### config.mk
export PLATFORM = sky130hd
export DESIGN_NAME = sparse_fiber_arbiter
export DESIGN_NICKNAME = d
export VERILOG_FILES = /design/src/rtl/sparse_arb_pkg.sv /design/src/rtl/sparse_out_reg.sv /design/src/rtl/sparse_fiber_arbiter.sv
export SDC_FILE = /design/constraint.sdc
export NUM_CORES = 1
export LEC_CHECK = 0
export CORE_MARGIN = 10
export CORE_UTILIZATION = 45
export CTS_CLUSTER_SIZE = 14
export DETAILED_ROUTE_END_ITERATION = 8
export PLACE_DENSITY = 0.85
export SETUP_SLACK_MARGIN = 0.05
export SLEW_MARGIN = 20
export SYNTH_ARGS = -nofsm -noshare
export SYNTH_HDL_FRONTEND = slang
export SYNTH_SLANG_ARGS = --single-unit
### constraint.sdc
create_clock -name clk -period 3.3 [get_ports clk]
set_input_delay 0.33 -clock clk [delete_from_list [all_inputs] [get_ports clk]]
set_output_delay 0.33 -clock clk [all_outputs]
set_load 0.01 [all_outputs]
### src/rtl/sparse_arb_pkg.sv
// Shared types and token classifiers for the sparse fiber arbiter.
// Used by sparse_fiber_arbiter and sparse_out_reg.
package sparse_arb_pkg;

  localparam int TOKEN_W = 17;
  localparam logic [TOKEN_W-1:0] DONE_TOKEN = 17'h10100;

  typedef enum logic [1:0] {
    ST_IDLE = 2'd0,
    ST_GNT0 = 2'd1,
    ST_GNT1 = 2'd2,
    ST_DONE = 2'd3
  } arb_state_t;

  function automatic logic is_done(input logic [TOKEN_W-1:0] token);
    return token == DONE_TOKEN;
  endfunction

  // Stop tokens use the control bit with sub-type bits [9:8] clear.
  function automatic logic is_stop(input logic [TOKEN_W-1:0] token);
    return token[16] && (token[9:8] == 2'b00);
  endfunction

  function automatic logic [7:0] stop_level(input logic [TOKEN_W-1:0] token);
    return token[7:0];
  endfunction

endpackage

### src/rtl/sparse_out_reg.sv
// Single-entry registered output stage carrying a token and its source index.
// Accepts a new entry whenever it is empty or the consumer is taking the current one.
module sparse_out_reg
  import sparse_arb_pkg::*;
#(
  parameter int DATA_W = TOKEN_W
) (
  input  logic              clk,
  input  logic              rst,
  input  logic              clk_en,
  input  logic              flush,
  input  logic              tile_en,
  input  logic              load_valid,
  input  logic [DATA_W-1:0] load_data,
  input  logic              load_src,
  input  logic              out_ready,
  output logic              accept,
  output logic [DATA_W-1:0] out_data,
  output logic              out_src,
  output logic              out_valid
);

  logic valid_q;

  assign accept    = clk_en && tile_en && (!valid_q || out_ready);
  assign out_valid = valid_q && tile_en;

  always_ff @(posedge clk or posedge rst) begin
    if (rst) begin
      valid_q  <= 1'b0;
      out_data <= '0;
      out_src  <= 1'b0;
    end else if (clk_en) begin
      if (flush) begin
        valid_q <= 1'b0;
      end else if (accept) begin
        valid_q <= load_valid;
        if (load_valid) begin
          out_data <= load_data;
          out_src  <= load_src;
        end
      end
    end
  end

endmodule

### src/rtl/sparse_fiber_arbiter.sv
// Fiber-granular round-robin arbiter sharing one sparse-stream consumer between two requesters.
// Optional performance counters are built when SPARSE_ARB_PERF_EN is defined.
module sparse_fiber_arbiter
  import sparse_arb_pkg::*;
#(
  parameter int DATA_W = 17
`ifdef SPARSE_ARB_PERF_EN
  , parameter int CTR_W = 32
`endif
) (
  input  logic              clk,
  input  logic              rst,
  input  logic              clk_en,
  input  logic              flush,
  input  logic              tile_en,
  input  logic [7:0]        cfg_switch_level,
  input  logic [DATA_W-1:0] in_data_0,
  input  logic              in_valid_0,
  output logic              in_ready_0,
  input  logic [DATA_W-1:0] in_data_1,
  input  logic              in_valid_1,
  output logic              in_ready_1,
  output logic [DATA_W-1:0] out_data,
  output logic              out_src,
  output logic              out_valid,
  input  logic              out_ready,
  output logic              all_done,
  output logic [1:0]        dbg_state,
  output logic              dbg_rr_last
`ifdef SPARSE_ARB_PERF_EN
  , output logic [CTR_W-1:0] perf_grant_cyc_0
  , output logic [CTR_W-1:0] perf_grant_cyc_1
  , output logic [CTR_W-1:0] perf_stall_cyc
`endif
);

  // Handshake: a token moves on any edge where valid and ready are both 1
  // (in_valid_x/in_ready_x upstream, out_valid/out_ready downstream); ready
  // never depends on valid, and valid holds its token until it is taken.

  arb_state_t        state_q, state_d;
  logic              rr_last_q, rr_last_d;
  logic [1:0]        retired_q, retired_d;
  logic              accept;
  logic              xfer;
  logic [DATA_W-1:0] sel_data;
  logic              sel_src;
  logic              cand0, cand1;

  assign cand0 = in_valid_0 && !retired_q[0];
  assign cand1 = in_valid_1 && !retired_q[1];

  always_ff @(posedge clk or posedge rst) begin
    if (rst) begin
      state_q   <= ST_IDLE;
      rr_last_q <= 1'b1;
      retired_q <= 2'b00;
    end else if (clk_en) begin
      if (flush) begin
        state_q   <= ST_IDLE;
        retired_q <= 2'b00;
      end else begin
        state_q   <= state_d;
        rr_last_q <= rr_last_d;
        retired_q <= retired_d;
      end
    end
  end

  always_comb begin
    state_d    = state_q;
    rr_last_d  = rr_last_q;
    retired_d  = retired_q;
    in_ready_0 = 1'b0;
    in_ready_1 = 1'b0;
    xfer       = 1'b0;
    sel_data   = '0;
    sel_src    = 1'b0;
    case (state_q)
      ST_IDLE: begin
        // With both requesting, the one not served last wins.
        if (tile_en) begin
          if (cand0 && (!cand1 || rr_last_q)) begin
            state_d   = ST_GNT0;
            rr_last_d = 1'b0;
          end else if (cand1) begin
            state_d   = ST_GNT1;
            rr_last_d = 1'b1;
          end
        end
      end
      ST_GNT0: begin
        in_ready_0 = accept;
        sel_data   = in_data_0;
        sel_src    = 1'b0;
        xfer       = in_valid_0 && accept;
        if (xfer) begin
          if (is_done(in_data_0)) begin
            retired_d[0] = 1'b1;
            state_d      = retired_q[1] ? ST_DONE : ST_IDLE;
          end else if (is_stop(in_data_0) && (stop_level(in_data_0) >= cfg_switch_level)) begin
            state_d = ST_IDLE;
          end
        end
      end
      ST_GNT1: begin
        in_ready_1 = accept;
        sel_data   = in_data_1;
        sel_src    = 1'b1;
        xfer       = in_valid_1 && accept;
        if (xfer) begin
          if (is_done(in_data_1)) begin
            retired_d[1] = 1'b1;
            state_d      = retired_q[0] ? ST_DONE : ST_IDLE;
          end else if (is_stop(in_data_1) && (stop_level(in_data_1) >= cfg_switch_level)) begin
            state_d = ST_IDLE;
          end
        end
      end
      ST_DONE: begin
        state_d = ST_DONE;
      end
      default: begin
        state_d = ST_IDLE;
      end
    endcase
  end

  sparse_out_reg #(.DATA_W(DATA_W)) u_out_reg (
    .clk        (clk),
    .rst        (rst),
    .clk_en     (clk_en),
    .flush      (flush),
    .tile_en    (tile_en),
    .load_valid (xfer),
    .load_data  (sel_data),
    .load_src   (sel_src),
    .out_ready  (out_ready),
    .accept     (accept),
    .out_data   (out_data),
    .out_src    (out_src),
    .out_valid  (out_valid)
  );

  assign all_done    = (state_q == ST_DONE);
  assign dbg_state   = state_q;
  assign dbg_rr_last = rr_last_q;

`ifdef SPARSE_ARB_PERF_EN
  localparam logic [CTR_W-1:0] CTR_ONE = {{(CTR_W-1){1'b0}}, 1'b1};

  // Saturating counters; they freeze at all ones rather than wrapping.
  always_ff @(posedge clk or posedge rst) begin
    if (rst) begin
      perf_grant_cyc_0 <= '0;
      perf_grant_cyc_1 <= '0;
      perf_stall_cyc   <= '0;
    end else if (clk_en) begin
      if (flush) begin
        perf_grant_cyc_0 <= '0;
        perf_grant_cyc_1 <= '0;
        perf_stall_cyc   <= '0;
      end else begin
        if ((state_q == ST_GNT0) && !(&perf_grant_cyc_0))
          perf_grant_cyc_0 <= perf_grant_cyc_0 + CTR_ONE;
        if ((state_q == ST_GNT1) && !(&perf_grant_cyc_1))
          perf_grant_cyc_1 <= perf_grant_cyc_1 + CTR_ONE;
        if (out_valid && !out_ready && !(&perf_stall_cyc))
          perf_stall_cyc <= perf_stall_cyc + CTR_ONE;
      end
    end
  end
`endif

endmodule

* Word level (Yosys, flattened, before mapping)
Cells that the tools add are included.
** Storage, ports and cells
- Input port bits :: 50
- Memories kept :: 0
- Bits in latches :: 0
- Bits in registers :: 24
- RAM bits :: 0
- Logic and storage cells :: 85
- Output and inout port bits :: 25
- Memory bits (read-only) :: 0
** Operators by class
- Add/subtract/negate cells :: 0
- Shifts and indexed selects :: 0
- Multipliers :: 0
- Divide/modulo/power cells :: 0
- Bitwise gates (word level) :: 1
- Mux-type cells :: 29
- Equal/unequal tests :: 11
- Order comparisons :: 2
- Reductions and logical operators :: 35
** Operator list (count)
- equality test 17 bit, second input constant :: 2
- one-hot mux 17 bit (2 select lines) :: 1
- two-way mux 2 bit :: 13
- greater-or-equal comparator 8 bit :: 2
- nonzero test 2 bit :: 8
- two-way mux 1 bit :: 13
- logical AND 1 bit :: 12
- inequality test 4 bit, second input constant :: 3
- AND reduction 4 bit :: 3
- inequality test 3 bit, second input constant :: 3
- one-hot mux 2 bit (4 select lines) :: 1
- AND reduction 7 bit :: 1
- logical NOT 2 bit :: 3
- AND reduction 5 bit :: 1
- equality test 2 bit, second input constant :: 2
- logical NOT 1 bit :: 4
- equality test 2 x 1 -> 1 bit, second input constant :: 1
- logical OR 1 bit :: 2
- one-hot mux 1 bit (2 select lines) :: 1
- AND reduction 2 bit :: 1
- inverter 1 bit :: 1

* Longest topological paths before layout
Gate-level depths: netlist (run 1).
- Depth after elaboration :: 9
- Depth in mapped cells :: 8
- Depth with buffers taken out :: 8

* Cells and area by module
Synthesis (run 1) repeated with hierarchy kept, for this count alone.
** Unflattened totals
- Cells, all modules :: 199
- Area total of the unflattened synthesis :: 1960.6 sq um
** By module, submodules not included
- sparse_fiber_arbiter :: cells an instance 151, instances 1, area an instance 1162.4 sq um, seq. area each 126.4 sq um
- sparse_out_reg :: cells an instance 48, instances 1, area an instance 798.3 sq um, seq. area each 475.5 sq um

* Worst setup path before layout (run 1)
OpenSTA, ideal clock, no wires.
- Kind :: input port to flip-flop
- From :: in cfg_switch_level[7]
- To :: reg state_q[1] (netlist: dbg_state[1])
- Data required time :: 3.172 ns
- Path slack :: 1.063 ns
- Data arrival time :: 2.110 ns
- Buffers on the path :: 0
- Library setup time :: 0.128 ns
- Cell stages on the path :: 7
- Cell sequence :: inv_1 > ha_1 > nand2_1 > or4_1 > o311a_1 > a211oi_2 > mux2_1
** On the way
- Cells in the longest elaborated chain, start to end :: 4
- Elaborated cells on any way between the ends :: 7
- Classes of those cells :: order compare (2); eq/ne (2); reduce/logical (3)
** RTL lines
- start, declared :: RTL line sparse_fiber_arbiter.sv:16 : input logic [7:0] cfg_switch_level,
- greater-or-equal comparator 8 bit, on equally long branches :: RTL line sparse_fiber_arbiter.sv:115, sparse_fiber_arbiter.sv:101
- logical AND 1 bit, on equally long branches :: RTL line sparse_fiber_arbiter.sv:115, sparse_fiber_arbiter.sv:101
- inequality test 4 bit (no source line)
- AND reduction 7 bit (no source line) (*)
- end signal, assigned :: RTL line sparse_fiber_arbiter.sv:63 : state_q <= state_d;
- end, declared :: RTL line sparse_fiber_arbiter.sv:41 : arb_state_t state_q, state_d;
Mark *: on every way between the ends. The rest lies on a longest branch, timed or not.
A chain may end at the register's enable or synchronous reset.

* Worst setup path in the final report (run 1)
- From :: reg state_q[1] (netlist: dbg_state[1])
- To :: out in_ready_0
** On the way
- Cells in the longest elaborated chain, start to end :: 2
** RTL lines
- equality test 2 x 1 -> 1 bit :: RTL line sparse_fiber_arbiter.sv:79 : case (state_q)
- two-way mux 1 bit :: RTL line sparse_fiber_arbiter.sv:79
- end, declared :: RTL line sparse_fiber_arbiter.sv:19 : output logic in_ready_0,
Every way passes these cells.

==> results.tsv, run 1 <==
stage	metric	value	unit
run_status	status	complete, no violations	
clocking	cts_max_level	1	
sta	setup_viol	0	
sta	fin_tns_setup	0	ps
route	drt_iter0_markers	178	
clocking	cts_buffers	3	
setup_path	worstPathCellList	inv_1 > ha_1 > inv_1 > nor2_1 > clkdlybuf4s50_1	
finish	final_net_count	340	
finish	num_antenna_cells	0	
min_path	min_to	dbg_rr_last	
logic_synthesis	syn_area_per_cell	8.89	um2
placement	place_ws	476	ps
floorplan	ioPinCount	75	
floorplan	die_w	82.2	um
sta	min_period	2740	ps
logic_synthesis	ys_seq_elements	24	
pwr	p_leak	1.12	nW
finish	areaGrowthSynthToFinish	49.6	%
logic_synthesis	synth_area_leaders	dfrtp_1 33%, ha_1 14%, a22oi_1 7.8%, a21oi_1 6.3%, nor2_1 5.6%	
logic_synthesis	syn_nets	266	
clocking	hold_buffers	0	
logic_synthesis	yosysUniqueCellTypes	40	
floorplan	core	0.00372	mm2
logic_synthesis	synth_area_leader_cell	dfrtp_1	
logic_synthesis	synth.yosys.warnings	0	
pwr	swShare	0.352	
setup_path	r2r-end	u_out_reg.out_data[2]	
flow_run	maxCapViolCount	0	
min_path	hold_class	reg -> reg	
finish	layout_common_cells	74 x clkdlybuf4s50_1, 26 x nor2_1, 23 x dfrtp_1, 22 x a21oi_1, 20 x ha_1	
sta	hold_viol	0	
setup_path	worstPathArrival	2410	ps
clocking	cts.path.max_buffers	2	
setup_path	worst_setup_path_start_kind	flop	
global_route	grt_overflow	0	
finish	drive_gt1_frac	0.0558	
placement	port_buffers	74	
sta	rsz0062_at_grt	no	
pwr	peakVddDrop	0.432	mV
global_route	globalRouteMet3Util	0.0562	
global_route	grtUsageMet2	0.278	
route	post-route-drc-count	0	
setup_path	crit_start	dbg_state[1]	
setup_path	crit_path_top_delay_cell	ha_1	
setup_path	path_max_fanout	20	
setup_path	cp_top_family	buffers and inverters	
min_path	hold_depth	2	
logic_synthesis	syn-cell-area	0.00174	mm2
sta	fmax	366	MHz
clocking	cts-root-buf	clkbuf_8	
route	drtPass1Iterations	4	
global_route	grt_pass1_wl	8990	um
global_route	grt.busiest_layer	met2	
sta	holdWs	531	ps
clocking	clock-sinks	24	
global_route	antenna_found_initial	0	
pwr	power_frac_seq	0.316	
setup_path	required	2970	ps
logic_synthesis	async_flop_share	1.00	
setup_path	slowest_delay	640	ps
logic_synthesis	synth_seq_area_share	0.345	
sta	setup_ws	564	ps
route	routed_wirelength	5580	um
pwr	p_int	0.00103	W
setup_path	crit_top_cell	inv_1	
clocking	tritoncts	built	
logic_synthesis	synth_cells	196	
route	dr_total_vias	1748	
sta	post-route-period-util	0.829	
pwr	p_sw	0.000559	W
placement	dpl_cell_area	0.00254	mm2
min_path	hp-start	dbg_rr_last	
pwr	power_density	609	mW/mm2
clocking	clk_pin_slew	90	ps
sta	finalClockSkew	3.38	ps
setup_path	cp.buffers_inverters	3	
floorplan	dieArea	0.00676	mm2
global_route	grt_util_met1	0.205	
sta	max_slew_margin	0.382	
setup_path	r2r_slack	820	ps
global_route	grt_pass1_vias	1857	
global_route	track_usage	0.167	
sta	drv_slew	0	
clocking	cts_resized	0	
floorplan	die_y	82.2	um
finish	final_common_cell	clkdlybuf4s50_1	
global_route	grt_max_degree	25	
pwr	power_frac_clock	0.166	
floorplan	rows	22	
setup_path	worst_setup_path_end_kind	output port	
sta	tightest_slew	926	ps
finish	fin_area	0.00261	mm2
pwr	combPwrFrac	0.518	
route	viasPerCell	5.51	
clocking	post_cts_buffers	0	
logic_synthesis	synth-edff-count	0	
clocking	clkLatencyLatePin	270	ps
placement	dp_hpwl	4600	um
setup_path	crit_type	reg -> out	
route	post_drt_wl_per_cell	17.6	um
floorplan	start_util	0.469	
setup_path	reg2regPathDepth	7	
setup_path	r2r-start	dbg_state[1]	
route	ant_nets	0	
logic_synthesis	ys.flop_type	dfrtp_1	
logic_synthesis	synth_top_cell_area_share	0.330	
placement	place_congestion	0.918	
Yosys cell counts (2+ instances only):
cell	count
nor2_1	26
dfrtp_1	23
a21oi_1	22
ha_1	20
a22oi_1	18
inv_1	16
clkbuf_1	8
nand2_1	8
and2_1	4
a211o_1	3
nor2b_1	3
nor3_1	3
nor4_1	3
a2111oi_0	2
a211oi_1	2
a21o_1	2
a31oi_1	2
a41oi_1	2
nand2b_1	2
nand4_1	2
nor3b_1	2
nor4b_1	2
o21ai_0	2
o31ai_1	2
or4_1	2
metal layers:
layer | wire (um) | vias up | part of all wire
met3 | 434 | 4 | 0.078
met5 | 0 | - | 0
li1 | - | 866 | -
met1 | 2320 | 827 | 0.42
met4 | 50 | 0 | 0.0090
met2 | 2780 | 51 | 0.50
state kept, by name, indices dropped and copies added (netlist names):
signal,flops
u_out_reg.out_src,1
dbg_state,2
u_out_reg.out_data,17
u_out_reg.valid_q,1
retired_q,2
dbg_rr_last,1
stage by stage:
| stage | power [W] | utilization | cells |
|---|---|---|---|
| 2_1_floorplan | 0.000891 | - | 196 |
| 3_3_place_gp | 0.00131 | 0.682 | 313 |
| 3_5_place_dp | 0.00133 | 0.682 | 313 |
| 4_1_cts | 0.00160 | 0.702 | 317 |
| 5_1_grt | 0.00170 | 0.702 | 317 |
| 6_report | 0.00159 | 0.702 | 317 |
tightest hold or removal path: stages, from the launching register on:
cell and delay (ps):
dfstp_2 390, nor2_1 100, a21oi_1 50
layout make-up:
class,instances,area (um2)
Multi-Input combinational cell,148,1050
Tap cell,48,60.1
Clock inverter,1,30.0
Inverter,16,60.1
Sequential cell,24,602
Clock buffer,3,41.3
Fill cell,307,1110
Timing Repair Buffer,77,763
worst max path at each step:
stage               cells after the start      endpoint
floorplan                               7  dbg_state[1]
global placement                        8  dbg_state[1]
detailed placement                      8  dbg_state[1]
CTS                                     5    in_ready_0
global route                            5    in_ready_0
finish                                  5    in_ready_0
power groups by stage:
stage	Sequential (W)	Clock, W	Combinational, W
detailed placement	0.000506	0	0.000827
finish	0.000502	0.000263	0.000823
global placement	0.000501	0	0.000811
floorplan	0.000561	0	0.000330
CTS	0.000503	0.000265	0.000831
global route	0.000520	0.000275	0.000905
cell families (layout without fill, tap and decap cells):
kind of cell	after synthesis	in the layout	share of synthesized area
fa+ha+maj	20	20	0.144
compound gates	63	63	0.246
buf+inv	24	97	0.0517
mux	3	3	0.0187
flops	24	24	0.345
simple gates	62	62	0.195
Note: power is estimated with default switching activity, not from simulation.
==> inputs of run 2 (changes only) <==
--- a/config.mk
+++ b/config.mk
@@ -6,10 +6,10 @@
 export NUM_CORES = 1
 export LEC_CHECK = 0
 export CORE_MARGIN = 10
-export CORE_UTILIZATION = 45
+export CORE_UTILIZATION = 38
 export CTS_CLUSTER_SIZE = 14
 export DETAILED_ROUTE_END_ITERATION = 8
-export PLACE_DENSITY = 0.85
+export PLACE_DENSITY = 0.76
 export SETUP_SLACK_MARGIN = 0.05
 export SLEW_MARGIN = 20
 export SYNTH_ARGS = -nofsm -noshare
==> constraint.sdc (replaced) <==
create_clock -name clk -period 2.4 [get_ports clk]
set_input_delay 0.24 -clock clk [delete_from_list [all_inputs] [get_ports clk]]
set_output_delay 0.24 -clock clk [all_outputs]
set_load 0.01 [all_outputs]
==> run 2 against run 1 <==
Net effect:
- non-clock buffer count up 29
- sequential share of layout area down 2.3 points
- critical path depth rose by 4
- worst setup slack got worse by 430 ps
- via count grew 10%
- clock skew is 0.91 ps lower
- flip-flop and latch count is the same
- worst hold slack lost 200 ps
- final cell count rose by 10%
- power is 35% higher
==> results.tsv, run 2 (same netlist as run 1, synthesis figures left out) <==
stage	metric	value	unit	change
global_route	antenna_found_initial	0		unchanged
finish	num-fill-cells	350		was 307
floorplan	die_w	87.7	um	was 82.2 um
sta	fin_tns_setup	0	ps	unchanged
finish	fin_util	0.660		was 0.702
floorplan	start_util	0.398		was 0.469
route	post-route-drc-count	0		unchanged
sta	finalClockSkew	2.47	ps	was 3.38 ps
setup_path	crit_path_top_delay_cell	clkdlybuf4s50_1		was ha_1
sta	rsz0062_at_grt	no		unchanged
clocking	cts_buffers	3		unchanged
global_route	grt_max_degree	25		unchanged
floorplan	ioPinCount	75		unchanged
placement	place_ws	-313	ps	was 476 ps
setup_path	worst_setup_path_start_kind	input pin		was flop
finish	num_antenna_cells	0		unchanged
route	viasPerCell	5.50		was 5.51
sta	setup_ws	138	ps	was 564 ps
floorplan	core	0.00438	mm2	was 0.00372 mm2
setup_path	cp.buffers_inverters	2		was 3
placement	port_buffers	74		unchanged
global_route	grt_pass1_vias	1969		was 1,857
floorplan	die_y	87.7	um	was 82.2 um
pwr	swShare	0.362		was 0.352
setup_path	path_max_fanout	2		was 20
sta	post-route-period-util	0.942		
sta	tightest_slew	569	ps	was 926 ps
setup_path	cp_top_family	compound AO/OA/AOI/OAI gates		was buffers and inverters
setup_path	crit_start	in_data_0[5]		was dbg_state[1]
route	ant_nets	0		unchanged
setup_path	worst_setup_path_end_kind	flop		was output port
finish	fin_area	0.00289	mm2	was 0.00261 mm2
run_status	status	complete, no violations		unchanged
global_route	grt_pass1_wl	9520	um	was 8990 um
min_path	hold_class	in -> async		was reg -> reg
pwr	combPwrFrac	0.565		was 0.518
clocking	tritoncts	built		unchanged
floorplan	rows	24		was 22
setup_path	required	2550	ps	was 2970 ps
finish	top_register	u_out_reg.out_data		unchanged
finish	final_common_cell	clkdlybuf4s50_1		unchanged
clocking	clk_pin_slew	90	ps	about the same
placement	dp_hpwl	4980	um	was 4600 um
pwr	p_sw	0.000776	W	was 0.000559 W
clocking	cts.path.max_buffers	2		unchanged
sta	max_slew_margin	0.611		was 0.382
sta	hold_viol	0		unchanged
sta	fmax	442	MHz	
pwr	peakVddDrop	0.426	mV	was 0.432 mV
setup_path	slowest_delay	480	ps	was 640 ps
route	drtPass1Iterations	5		was 4
clocking	clkLatencyLatePin	260	ps	was 270 ps
finish	final_net_count	369		was 340
sta	holdWs	328	ps	was 531 ps
global_route	grt_overflow	0		unchanged
sta	setup_viol	0		unchanged
floorplan	dieArea	0.00770	mm2	was 0.00676 mm2
clocking	cts_max_level	1		unchanged
route	post_drt_wl_per_cell	17.8	um	was 17.6 um
flow_run	maxCapViolCount	0		unchanged
sta	drv_slew	0		unchanged
finish	areaGrowthSynthToFinish	66.0	%	was 49.6%
pwr	p_leak	1.32	nW	was 1.12 nW
finish	drive_gt1_frac	0.185		was 0.0558
clocking	clock-sinks	24		unchanged
pwr	p_int	0.00137	W	was 0.00103 W
finish	largest_register_ffs	17		unchanged
placement	place_congestion	1.00		was 0.918
setup_path	r2r-start	dbg_state[0]		was dbg_state[1]
route	drt_iter0_markers	144		was 178
setup_path	worstPathArrival	2410	ps	about the same
route	routed_wirelength	6210	um	was 5580 um
pwr	power_density	741	mW/mm2	was 609 mW/mm2
clocking	cts-root-buf	clkbuf_8		unchanged
pwr	power_frac_seq	0.321		was 0.316
global_route	track_usage	0.151		was 0.167
setup_path	worstPathCellList	clkdlybuf4s50_1 > ha_1 > a211o_1 > a21oi_2 > o31ai_2 > a2111oi_2 > buf_4 > a211oi_2 > mux2_1		was inv_1 > ha_1 > inv_1 > nor2_1 > clkdlybuf4s50_1
finish	layout_common_cells	65 x clkdlybuf4s50_1, 32 x buf_4, 26 x nor2_1, 23 x dfrtp_1, 21 x a21oi_1		was 74 x clkdlybuf4s50_1, 26 x nor2_1, 23 x dfrtp_1, 22 x a21oi_1, 20 x ha_1
placement	dpl_cell_area	0.00274	mm2	was 0.00254 mm2
setup_path	crit_type	in -> reg		was reg -> out
route	dr_total_vias	1926		was 1,748
pwr	power_frac_clock	0.114		was 0.166
sta	min_period	2260	ps	
run 2: cell types whose count changed in the layout (fill, tap and decap cells not counted), moves of 4 or more:
cell	delta
buf_4	+29
clkdlybuf4s50_1	-9
dlymetal6s2s_1	+8
ha_1	-4
ha_4	+4
inv_1	-4
inv_2	+4
run 2: per-layer routing:
layer / GRT usage / wire (um) / vias up
met5: 0 / 0 / -
met4: 0.0406 / 114 / 0
met3: 0.0381 / 448 / 12
met2: 0.256 / 3190 / 71
met1: 0.184 / 2460 / 909
li1: - / - / 934
run 2: layout make-up:
class | instances | area [um2] | area share
Inverter | 16 | 60.1 | 0.0208
Clock buffer | 4 | 45.0 | 0.0156
Tap cell | 52 | 65.1 | 0.0225
Multi-Input combinational cell | 148 | 1120 | 0.388
Sequential cell | 24 | 602 | 0.208
Timing Repair Buffer | 106 | 1000 | 0.345
run 2: power by group through the flow:
stage | Clock [W] | Sequential, W | Combinational, W
2_1_floorplan | 0 | 0.000772 | 0.000453
3_3_place_gp | 0 | 0.000690 | 0.00116
3_5_place_dp | 0 | 0.000700 | 0.00117
4_1_cts | 0.000252 | 0.000691 | 0.00120
5_1_grt | 0.000267 | 0.000713 | 0.00132
6_report | 0.000245 | 0.000689 | 0.00121
run 2: per-stage QoR:
step	std cells	power, W
after floorplan	196	0.00122
after global placement	343	0.00185
after detailed placement	343	0.00187
after CTS	348	0.00214
after global routing	350	0.00230
final	350	0.00214
run 2: final timing paths:
check | slack (ps) | cells past startpoint | to
max | 140 | 9 | dbg_state[1]
min | 330 | 3 | u_out_reg.out_data[15]
max reg2reg | 410 | 8 | u_out_reg.out_data[5]
min reg2reg | 530 | 2 | dbg_rr_last
max in group asynchronous | 1780 | 3 | dbg_rr_last
min in group clk | 430 | 3 | u_out_reg.out_data[4]
run 2: worst min-delay path, stage by stage:
cell and delay (ps):
clkdlybuf4s50_1 400, inv_1 50, buf_4 300
run 2: repair_timing:
action                                  CTS  global route
resized for setup                         4            18
buffers inserted                          1             2
pin swaps                                 7             8
hold buffers                              0             0
endpoints found under the setup margin    1             2
==> inputs of run 3 (changes only) <==
--- a/config.mk
+++ b/config.mk
@@ -7,8 +7,11 @@
 export LEC_CHECK = 0
 export CORE_MARGIN = 10
 export CORE_UTILIZATION = 38
+export CTS_CLUSTER_DIAMETER = 60
 export CTS_CLUSTER_SIZE = 14
 export DETAILED_ROUTE_END_ITERATION = 8
+export GPL_ROUTABILITY_DRIVEN = 0
+export GPL_TIMING_DRIVEN = 0
 export PLACE_DENSITY = 0.76
 export SETUP_SLACK_MARGIN = 0.05
 export SLEW_MARGIN = 20
==> run 3 against run 2 <==
Net effect:
- count of clock-buffer cells in the layout decreased by 1
- final cell count decreased by 5.4%
- wire length decreased by 3.7%
- design area decreased by 5.2%
- clock skew about the same
- first-iteration DRC count decreased by 15%
- maximum frequency decreased by 0.45%
- global-route usage decreased by 0.29 points
- utilization decreased by 3.4 points
- critical path type unchanged
- largest cell class unchanged
==> results.tsv, run 3 (same netlist as run 1, synthesis figures left out) <==
stage	metric	value	unit	change
sta	min_period	2270	ps	was 2260 ps
clocking	clk_pin_slew	90	ps	about the same
finish	drive_gt1_frac	0.122		was 0.185
floorplan	core	0.00438	mm2	unchanged
route	drt_iter0_markers	123		was 144
floorplan	rows	24		unchanged
global_route	grt_pass1_wl	9200	um	was 9520 um
placement	dpl_cell_area	0.00254	mm2	was 0.00274 mm2
route	routed_wirelength	5980	um	was 6210 um
setup_path	slowest_delay	530	ps	was 480 ps
route	dr_total_vias	1820		was 1,926
sta	finalClockSkew	2.19	ps	was 2.47 ps
global_route	grt_overflow	0		unchanged
clocking	clock-sinks	24		unchanged
setup_path	worstPathCellList	clkdlybuf4s50_1 > ha_1 > a211o_1 > a21oi_1 > o31ai_1 > a2111oi_1 > a211oi_2 > mux2_1		was clkdlybuf4s50_1 > ha_1 > a211o_1 > a21oi_2 > o31ai_2 > a2111oi_2 > buf_4 > a211oi_2 > mux2_1
floorplan	die_w	87.7	um	unchanged
setup_path	worst_setup_path_end_kind	flop		unchanged
flow_run	maxCapViolCount	0		unchanged
setup_path	required	2560	ps	was 2550 ps
finish	final_common_cell	clkdlybuf4s50_1		unchanged
clocking	cts_buffers	3		unchanged
setup_path	worstPathArrival	2430	ps	was 2410 ps
min_path	hold_class	in -> async		unchanged
finish	num_antenna_cells	0		unchanged
sta	fmax	440	MHz	was 442 MHz
finish	fin_cells	331		was 350
floorplan	die_y	87.7	um	unchanged
sta	post-route-period-util	0.947		was 0.942
floorplan	start_util	0.398		unchanged
placement	place_ws	-338	ps	was -313 ps
global_route	track_usage	0.148		was 0.151
pwr	p_leak	1.23	nW	was 1.32 nW
clocking	tritoncts	built		unchanged
run_status	status	complete, no violations		unchanged
route	viasPerCell	5.50		about the same
route	drtPass1Iterations	4		was 5
finish	areaGrowthSynthToFinish	57.4	%	was 66.0%
finish	num-fill-cells	373		was 350
clocking	cts-root-buf	clkbuf_8		unchanged
global_route	grt_max_degree	25		unchanged
setup_path	crit_path_top_delay_cell	clkdlybuf4s50_1		unchanged
setup_path	crit_type	in -> reg		unchanged
sta	max_slew_margin	0.394		was 0.611
finish	multi_input_area	0.00111	mm2	was 0.00112 mm2
setup_path	path_max_fanout	3		was 2
sta	holdWs	457	ps	was 328 ps
sta	fin_tns_setup	0	ps	unchanged
placement	port_buffers	73		was 74
finish	final_net_count	350		was 369
finish	layout_common_cells	65 x clkdlybuf4s50_1, 26 x nor2_1, 23 x dfrtp_1, 22 x a21oi_1, 18 x a22oi_1		was 65 x clkdlybuf4s50_1, 32 x buf_4, 26 x nor2_1, 23 x dfrtp_1, 21 x a21oi_1
floorplan	dieArea	0.00770	mm2	unchanged
pwr	peakVddDrop	0.526	mV	was 0.426 mV
clocking	cts_max_level	1		unchanged
route	ant_nets	0		unchanged
finish	largest_register_ffs	17		unchanged
sta	hold_viol	0		unchanged
placement	dp_cells	321		was 343
clocking	cts.path.max_buffers	2		unchanged
global_route	grt_pass1_vias	1866		was 1,969
route	post-route-drc-count	0		unchanged
finish	layout.area.seq	602	um2	unchanged
sta	setup_ws	128	ps	was 138 ps
finish	fin_area	0.00274	mm2	was 0.00289 mm2
global_route	antenna_found_initial	0		unchanged
sta	drv_slew	0		unchanged
route	post_drt_wl_per_cell	18.1	um	was 17.8 um
floorplan	ioPinCount	75		unchanged
setup_path	r2r_slack	240	ps	was 410 ps
sta	tightest_slew	908	ps	was 569 ps
finish	top_register	u_out_reg.out_data		unchanged
sta	rsz0062_at_grt	no		unchanged
placement	dp_hpwl	4750	um	was 4980 um
sta	setup_viol	0		unchanged
pwr	power_density	807	mW/mm2	was 741 mW/mm2
setup_path	worst_setup_path_start_kind	input pin		unchanged
clocking	clkLatencyLatePin	270	ps	was 260 ps
run 3: cell types whose count changed in the layout (fill, tap and decap cells not counted), sizes merged:
cell and change:
buf -26, clkbuf +7, bufinv +1, dlygate4sd2 -1
run 3: area by class of cell:
class / instances / share of cell area
buffer: 8 / 0.0141
clock buffer: 3 / 0.0150
clock inverter: 1 / 0.0109
inverter: 16 / 0.0219
multi-input combinational: 148 / 0.405
sequential: 24 / 0.219
tap: 52 / 0.0237
timing repair buffer: 79 / 0.290
run 3: path summary, 6_finish.rpt:
check / from / endpoint / cells past startpoint
max reg2reg: dbg_state[1] / dbg_state[1] / 8
max: in_data_0[5] / dbg_state[1] / 8
min: rst / u_out_reg.out_data[15] / 2
min in group clk: flush / u_out_reg.valid_q / 3
min reg2reg: u_out_reg.out_src / u_out_reg.out_src / 1
max in group asynchronous: rst / retired_q[1] / 2
run 3: report_power, final:
| group | switching (W) | total [W] | internal [W] |
|---|---|---|---|
| Sequential | 0.000107 | 0.000691 | 0.000584 |
| Clock | 0.000138 | 0.000361 | 0.000223 |
| Combinational | 0.000533 | 0.00116 | 0.000631 |
run 3: metrics by stage:
step,total power [W],util
after global routing,0.00238,0.626
final,0.00222,0.626
after CTS,0.00220,0.603
after detailed placement,0.00183,0.579
after global placement,0.00180,0.579
after floorplan,0.00122,-
run 3: repair_timing:
item                                    CTS  global route
pin swaps                                 4             4
endpoints found under the hold margin     0             0
gates resized for setup                   5            24
hold buffers                              0             0
endpoints found under the setup margin   19            20
setup buffers                             2             4
run 3: per-layer routing:
metal | up-vias | track usage | wire, um
met5 | - | 0 | 0
met3 | 7 | 0.0474 | 366
met1 | 880 | 0.184 | 2580
met4 | 0 | 0.0261 | 49
met2 | 45 | 0.246 | 2980
li1 | 888 | - | -
run 3: worst max-delay path, delay by kind of cell:
family | cells | cell delay (ps)
fa+ha+maj | 1 | 270
buf+inv | 1 | 530
compound gates | 5 | 1070
mux | 1 | 320
